$ cat src/rtl/pipeline_pkg.sv
// Shared definitions for the 5-stage MIPS pipeline: control bundle layout,
// bubble encoding and opcodes shared with the Control unit.
package pipeline_pkg;
    localparam int CTRL_W = 10;

    localparam int CTRL_REGDEST  = 9;
    localparam int CTRL_BRANCH   = 8;
    localparam int CTRL_MEMREAD  = 7;
    localparam int CTRL_MEMTOREG = 6;
    localparam int CTRL_ALUOP1   = 5;
    localparam int CTRL_ALUOP2   = 4;
    localparam int CTRL_MEMWRITE = 3;
    localparam int CTRL_ALUSRC   = 2;
    localparam int CTRL_REGWRITE = 1;
    localparam int CTRL_JUMP     = 0;

    localparam logic [CTRL_W-1:0] CTRL_BUBBLE = 10'b0;

    localparam logic [5:0] OP_R   = 6'h00;
    localparam logic [5:0] OP_LW  = 6'h23;
    localparam logic [5:0] OP_SW  = 6'h2B;
    localparam logic [5:0] OP_BEQ = 6'h04;
    localparam logic [5:0] OP_J   = 6'h02;
endpackage

$ cat src/rtl/load_use_detect.sv
// Load-use hazard detector: a load in EX whose destination is read by the
// instruction in ID. Register $0 never produces a hazard.
module load_use_detect
    import pipeline_pkg::*;
#(
    parameter int REG_W = 5
) (
    input  logic             ex_mem_read,
    input  logic [REG_W-1:0] ex_rt,
    input  logic [REG_W-1:0] id_rs,
    input  logic [REG_W-1:0] id_rt,
    input  logic             uses_rs,
    input  logic             uses_rt,
    output logic             hazard
);
    assign hazard = ex_mem_read && (ex_rt != '0) &&
                    ((uses_rs && (ex_rt == id_rs)) || (uses_rt && (ex_rt == id_rt)));
endmodule

$ cat src/rtl/id_ex_stage.sv
// ID/EX pipeline register with load-use stall generation, bubble insertion
// on hazard or flush, and a saturating stall-cycle counter.
module id_ex_stage
    import pipeline_pkg::*;
#(
    parameter int DATA_W = 32,
    parameter int REG_W  = 5,
    parameter int CNT_W  = 16
) (
    input  logic              clk,
    input  logic              reset,
    input  logic [CTRL_W-1:0] ctrl_in,
    input  logic [DATA_W-1:0] pc4_in,
    input  logic [DATA_W-1:0] rd1_in,
    input  logic [DATA_W-1:0] rd2_in,
    input  logic [DATA_W-1:0] imm_in,
    input  logic [REG_W-1:0]  rs_in,
    input  logic [REG_W-1:0]  rt_in,
    input  logic [REG_W-1:0]  rd_in,
    input  logic              flush,
    output logic [CTRL_W-1:0] ctrl_out,
    output logic [DATA_W-1:0] pc4_out,
    output logic [DATA_W-1:0] rd1_out,
    output logic [DATA_W-1:0] rd2_out,
    output logic [DATA_W-1:0] imm_out,
    output logic [REG_W-1:0]  rs_out,
    output logic [REG_W-1:0]  rt_out,
    output logic [REG_W-1:0]  rd_out,
    output logic              stall,
    output logic [CNT_W-1:0]  stall_cnt
);
    logic uses_rs, uses_rt, hazard, bubble;

    // Jumps read no register; stores read rt even though ALUSrc selects imm.
    assign uses_rs = !ctrl_in[CTRL_JUMP];
    assign uses_rt = !ctrl_in[CTRL_ALUSRC] || ctrl_in[CTRL_MEMWRITE];

    load_use_detect #(.REG_W(REG_W)) u_detect (
        .ex_mem_read (ctrl_out[CTRL_MEMREAD]),
        .ex_rt       (rt_out),
        .id_rs       (rs_in),
        .id_rt       (rt_in),
        .uses_rs     (uses_rs),
        .uses_rt     (uses_rt),
        .hazard      (hazard)
    );

    // A flushed instruction is discarded anyway, so there is nothing to hold.
    assign stall  = hazard && !flush;
    assign bubble = flush || hazard;

    always_ff @(posedge clk) begin
        if (reset || bubble) begin
            ctrl_out <= CTRL_BUBBLE;
            pc4_out  <= '0;
            rd1_out  <= '0;
            rd2_out  <= '0;
            imm_out  <= '0;
            rs_out   <= '0;
            rt_out   <= '0;
            rd_out   <= '0;
        end else begin
            ctrl_out <= ctrl_in;
            pc4_out  <= pc4_in;
            rd1_out  <= rd1_in;
            rd2_out  <= rd2_in;
            imm_out  <= imm_in;
            rs_out   <= rs_in;
            rt_out   <= rt_in;
            rd_out   <= rd_in;
        end
    end

    always_ff @(posedge clk) begin
        if (reset)
            stall_cnt <= '0;
        else if (stall && (stall_cnt != {CNT_W{1'b1}}))
            stall_cnt <= stall_cnt + 1'b1;
    end
endmodule

$ cat config.mk
export PLATFORM = sky130hd
export DESIGN_NAME = id_ex_stage
export DESIGN_NICKNAME = d
export VERILOG_FILES = /design/src/rtl/pipeline_pkg.sv /design/src/rtl/load_use_detect.sv /design/src/rtl/id_ex_stage.sv
export SDC_FILE = /design/constraint.sdc
export NUM_CORES = 1
export LEC_CHECK = 0
export CORE_AREA = 2 2 128 130
export CTS_BUF_LIST = sky130_fd_sc_hd__clkbuf_4 sky130_fd_sc_hd__clkbuf_8
export CTS_CLUSTER_DIAMETER = 200
export CTS_CLUSTER_SIZE = 16
export DETAILED_ROUTE_END_ITERATION = 10
export DIE_AREA = 0 0 130 132
export PLACE_DENSITY = 0.82
export SLEW_MARGIN = 10
export SYNTH_ARGS = -nofsm -noshare
export SYNTH_HDL_FRONTEND = slang
export SYNTH_SLANG_ARGS = --single-unit
$ cat constraint.sdc
create_clock -name clk -period 2.5 [get_ports clk]
set_input_delay 0.5 -clock clk [delete_from_list [all_inputs] [get_ports clk]]
set_output_delay 0.5 -clock clk [all_outputs]
set_load 0.005 [all_outputs]
==> run_results.csv <==
group,metric,value,unit
status,status,"finished clean",
place,place_hpwl,12300,um
die,io_pins,326,
die,core,15710,um^2
global_route,grt_usage,18.03,%
global_route,grt_antenna_before_repair,1,
critical_path,r2r-start,"rt_out[3]",
cells_and_area,final_layout_size_suffix_gt1_share,10.07,%
sta,hold_viol_final,0,
place,gp_congestion,0.7483,
synthesis,syn-instance-count,457,
critical_path,worstPathRequired,2.00,ns
synthesis,ys_warn_count,0,
worst_hold_path,hold_path.class,"input port to register",
critical_path,rr_worst_depth,13,
synthesis,synth_seq_cells,169,
critical_path,crit_arrival,1.94,ns
global_route,grt_pass1_wl,23620,um
die,fp-row-count,46,
detailed_routing,viasPerCell,4.268,
die,start_util,33.33,%
global_route,grt_max_degree,31,
place,port_buffers,325,
die,die_w,130,um
cells_and_area,regArea,3392,um^2
sta,layout_min_cycle_time,2.437,ns
detailed_routing,ant_nets,0,
cts,path_clk_slew,0.08,ns
cts,htreeDepth,4,
synthesis,syn-cell-area,5238,um^2
synthesis,avgSynthCellArea,11.46,um^2
sta,maxSlewHeadroom,71.58,%
critical_path,crit_type,"input port to output pin",
global_route,grt_pass1_vias,4515,
job,maxCapViolations,0,
global_route,gr-total-overflow,0,
detailed_routing,drc,0,
cells_and_area,multiInputGateArea,1750,um^2
sta,worst_pin_slew,0.4224,ns
cts,cts_hold_buf,0,
pwr,power_density,558.4,nW/um^2
pwr,p_leak,3.603,nW
die,floorplan.die_area,17160,um^2
sta,finalClockSkew,0.01601,ns
detailed_routing,dr.pass1.iters,4,
cts,clockRootBuffer,"clkbuf_8",
sta,fin_setup_tns,0,ns
cells_and_area,n_antenna_cell,0,
detailed_routing,drt-initial-drc-count,95,
synthesis,ys_seq_area_share,64.60,%
synthesis,yosysTopAreaCell,"dfxtp_1",
cts,clk_latency,0.44,ns
cells_and_area,nFillCells,1326,
synthesis,synth.area.top_cells,"dfxtp_1 65%, and2_1 18%, buf_6 1.7%",
synthesis,synth_top_area_share,64.60,%
critical_path,cp_cell_sequence,"clkdlybuf4s50_1, xnor2_1, nand4_1, o32a_1, nor3_2, dlygate4sd2_1",
worst_hold_path,hold_depth,2,
sta,setup_viol,0,
die,dieHeight,132,um
critical_path,critPathTopFamily,"buffers and inverters",
critical_path,slowest_delay,0.52,ns
pwr,ir_drop,287.9,uV
worst_hold_path,hp-start,"rs_in[1]",
cts,clock_sinks,169,
synthesis,ys.flop_type,"dfxtp_1",
critical_path,worstSetupStartpointType,"input port",
cells_and_area,final_nets,968,
synthesis,synth_cell_type_count,41,
cts,clockBufferDepth,2,
synthesis,synth_edf_count,0,
cts,cts_made_buffers,17,
sta,finalCritPeriodShare,97.47,%
critical_path,worstSetupEndpointType,"output pin",
cts,tritoncts,"done",
sta,drv_slew,0,
critical_path,critPathLaunch,"rt_in[4]",
cells_and_area,post-route-util,59.59,%
critical_path,path_depth,6,
sta,fmax,0.4104,GHz
cells_and_area,syn_to_final_growth,78.76,%
detailed_routing,totalWireLength,15830,um
critical_path,slowest_stage,"clkdlybuf4s50_1",
detailed_routing,wire_per_inst,15.22,um
critical_path,path_buf_inv,2,
synthesis,synth-async-reset-ratio,0,%
synthesis,syn_nets,614,
critical_path,cp_max_fo,2,
detailed_routing,vias,4439,
[path summary, 6_finish.rpt]
kind	slack [ns]	to
worst max-delay path	0.06	stall
worst min-delay path	0.44	rs_out[1]
worst max register to register	0.09	rd2_out[2]
worst min register to register	0.51	stall_cnt[1]
[routing by layer]
| metal | global-route usage (%) | share of wire (%) | routed length [um] |
|---|---|---|---|
| met5 | 0 | 0.082 | 13 |
| met1 | 16.78 | 34 | 5343 |
| met3 | 8.360 | 11 | 1726 |
| met2 | 34.21 | 54 | 8474 |
| met4 | 5.615 | 1.7 | 272 |
[logic make-up (layout without fill, tap and decap cells)]
kind of cell	count (synthesis)	count (layout)	synth area share, %
flip-flops	169	169	64.60
buffers and inverters	24	391	2.938
AND/OR/NAND/NOR	220	220	25.44
AO/OA/AOI/OAI	26	26	3.631
XOR/XNOR	10	10	1.672
multiplexers	7	7	1.481
adder cells (fa/ha/maj)	1	1	0.2389
[where the power goes]
| part | internal [mW] | total [mW] | switching [mW] |
|---|---|---|---|
| sequential | 2.79 | 2.82 | 0.0284 |
| clock | 0.762 | 1.75 | 0.992 |
| combinational | 0.476 | 0.659 | 0.182 |
| total | 4.03 | 5.23 | 1.20 |
[layout make-up]
class	instances	share of cell area (%)
timing repair buffer	358	38.30
sequential	169	36.23
multi-input combinational	264	18.70
clock buffer	21	2.887
tap	216	2.887
clock inverter	11	0.9622
inverter	1	0.04009
[cell usage after synthesis, types with 5 or more instances]
library cell,instances
buf_6,8
xnor2_1,9
dfxtp_1,169
nor2b_1,7
mux2_2,5
clkbuf_1,14
a21oi_1,8
nand2_1,10
nor2_1,10
and2_1,153
nor3_1,6
o21ai_0,5
nand4_1,9
[flip-flops by register name, summed over array words and instances, names as in the netlist]
name,flops
ctrl_out,10
rd2_out,32
imm_out,32
pc4_out,32
rt_out,5
rs_out,5
rd1_out,32
stall_cnt,16
rd_out,5
[through the flow]
stage          power, mW  std cells  area [um^2]  hold WS [ns]  worst slack, ns
6_report           5.228       1040         9363        0.4444          0.06328
5_1_grt            5.461       1040         9363        0.4281         -0.03500
4_1_cts            5.292       1039         9343        0.4069          0.02513
3_5_place_dp       3.519        998         8846        0.5054          -0.3712
3_3_place_gp       3.503        998         8846        0.4845          -0.3589
2_1_floorplan      3.023        457         5238        0.4892           0.4477
[cell usage in the layout, fill, tap and decap left out, drive strengths merged, types with 2 or more instances in the layout]
cell type / instances
nor3: 6
and4: 3
nor2b: 7
nand3: 4
nor4: 2
inv: 4
o31ai: 2
and3: 2
clkinvlp: 4
clkbuf: 21
buf: 32
a21oi: 8
mux2: 6
nand4: 9
clkdlybuf4s50: 320
o21ai: 6
nand2: 10
nor2: 10
or3: 4
dfxtp: 169
nand2b: 3
and2: 153
dlygate4sd2: 5
clkinv: 4
xnor2: 9
or4: 4
[timing repair]
item                                    CTS  global route
pin swaps                                 4             1
gates resized for setup                  17             3
cloned                                    1             0
endpoints found under the setup margin    1             1
buffers inserted                         10             1
Note: power is estimated with default switching activity, not from simulation.
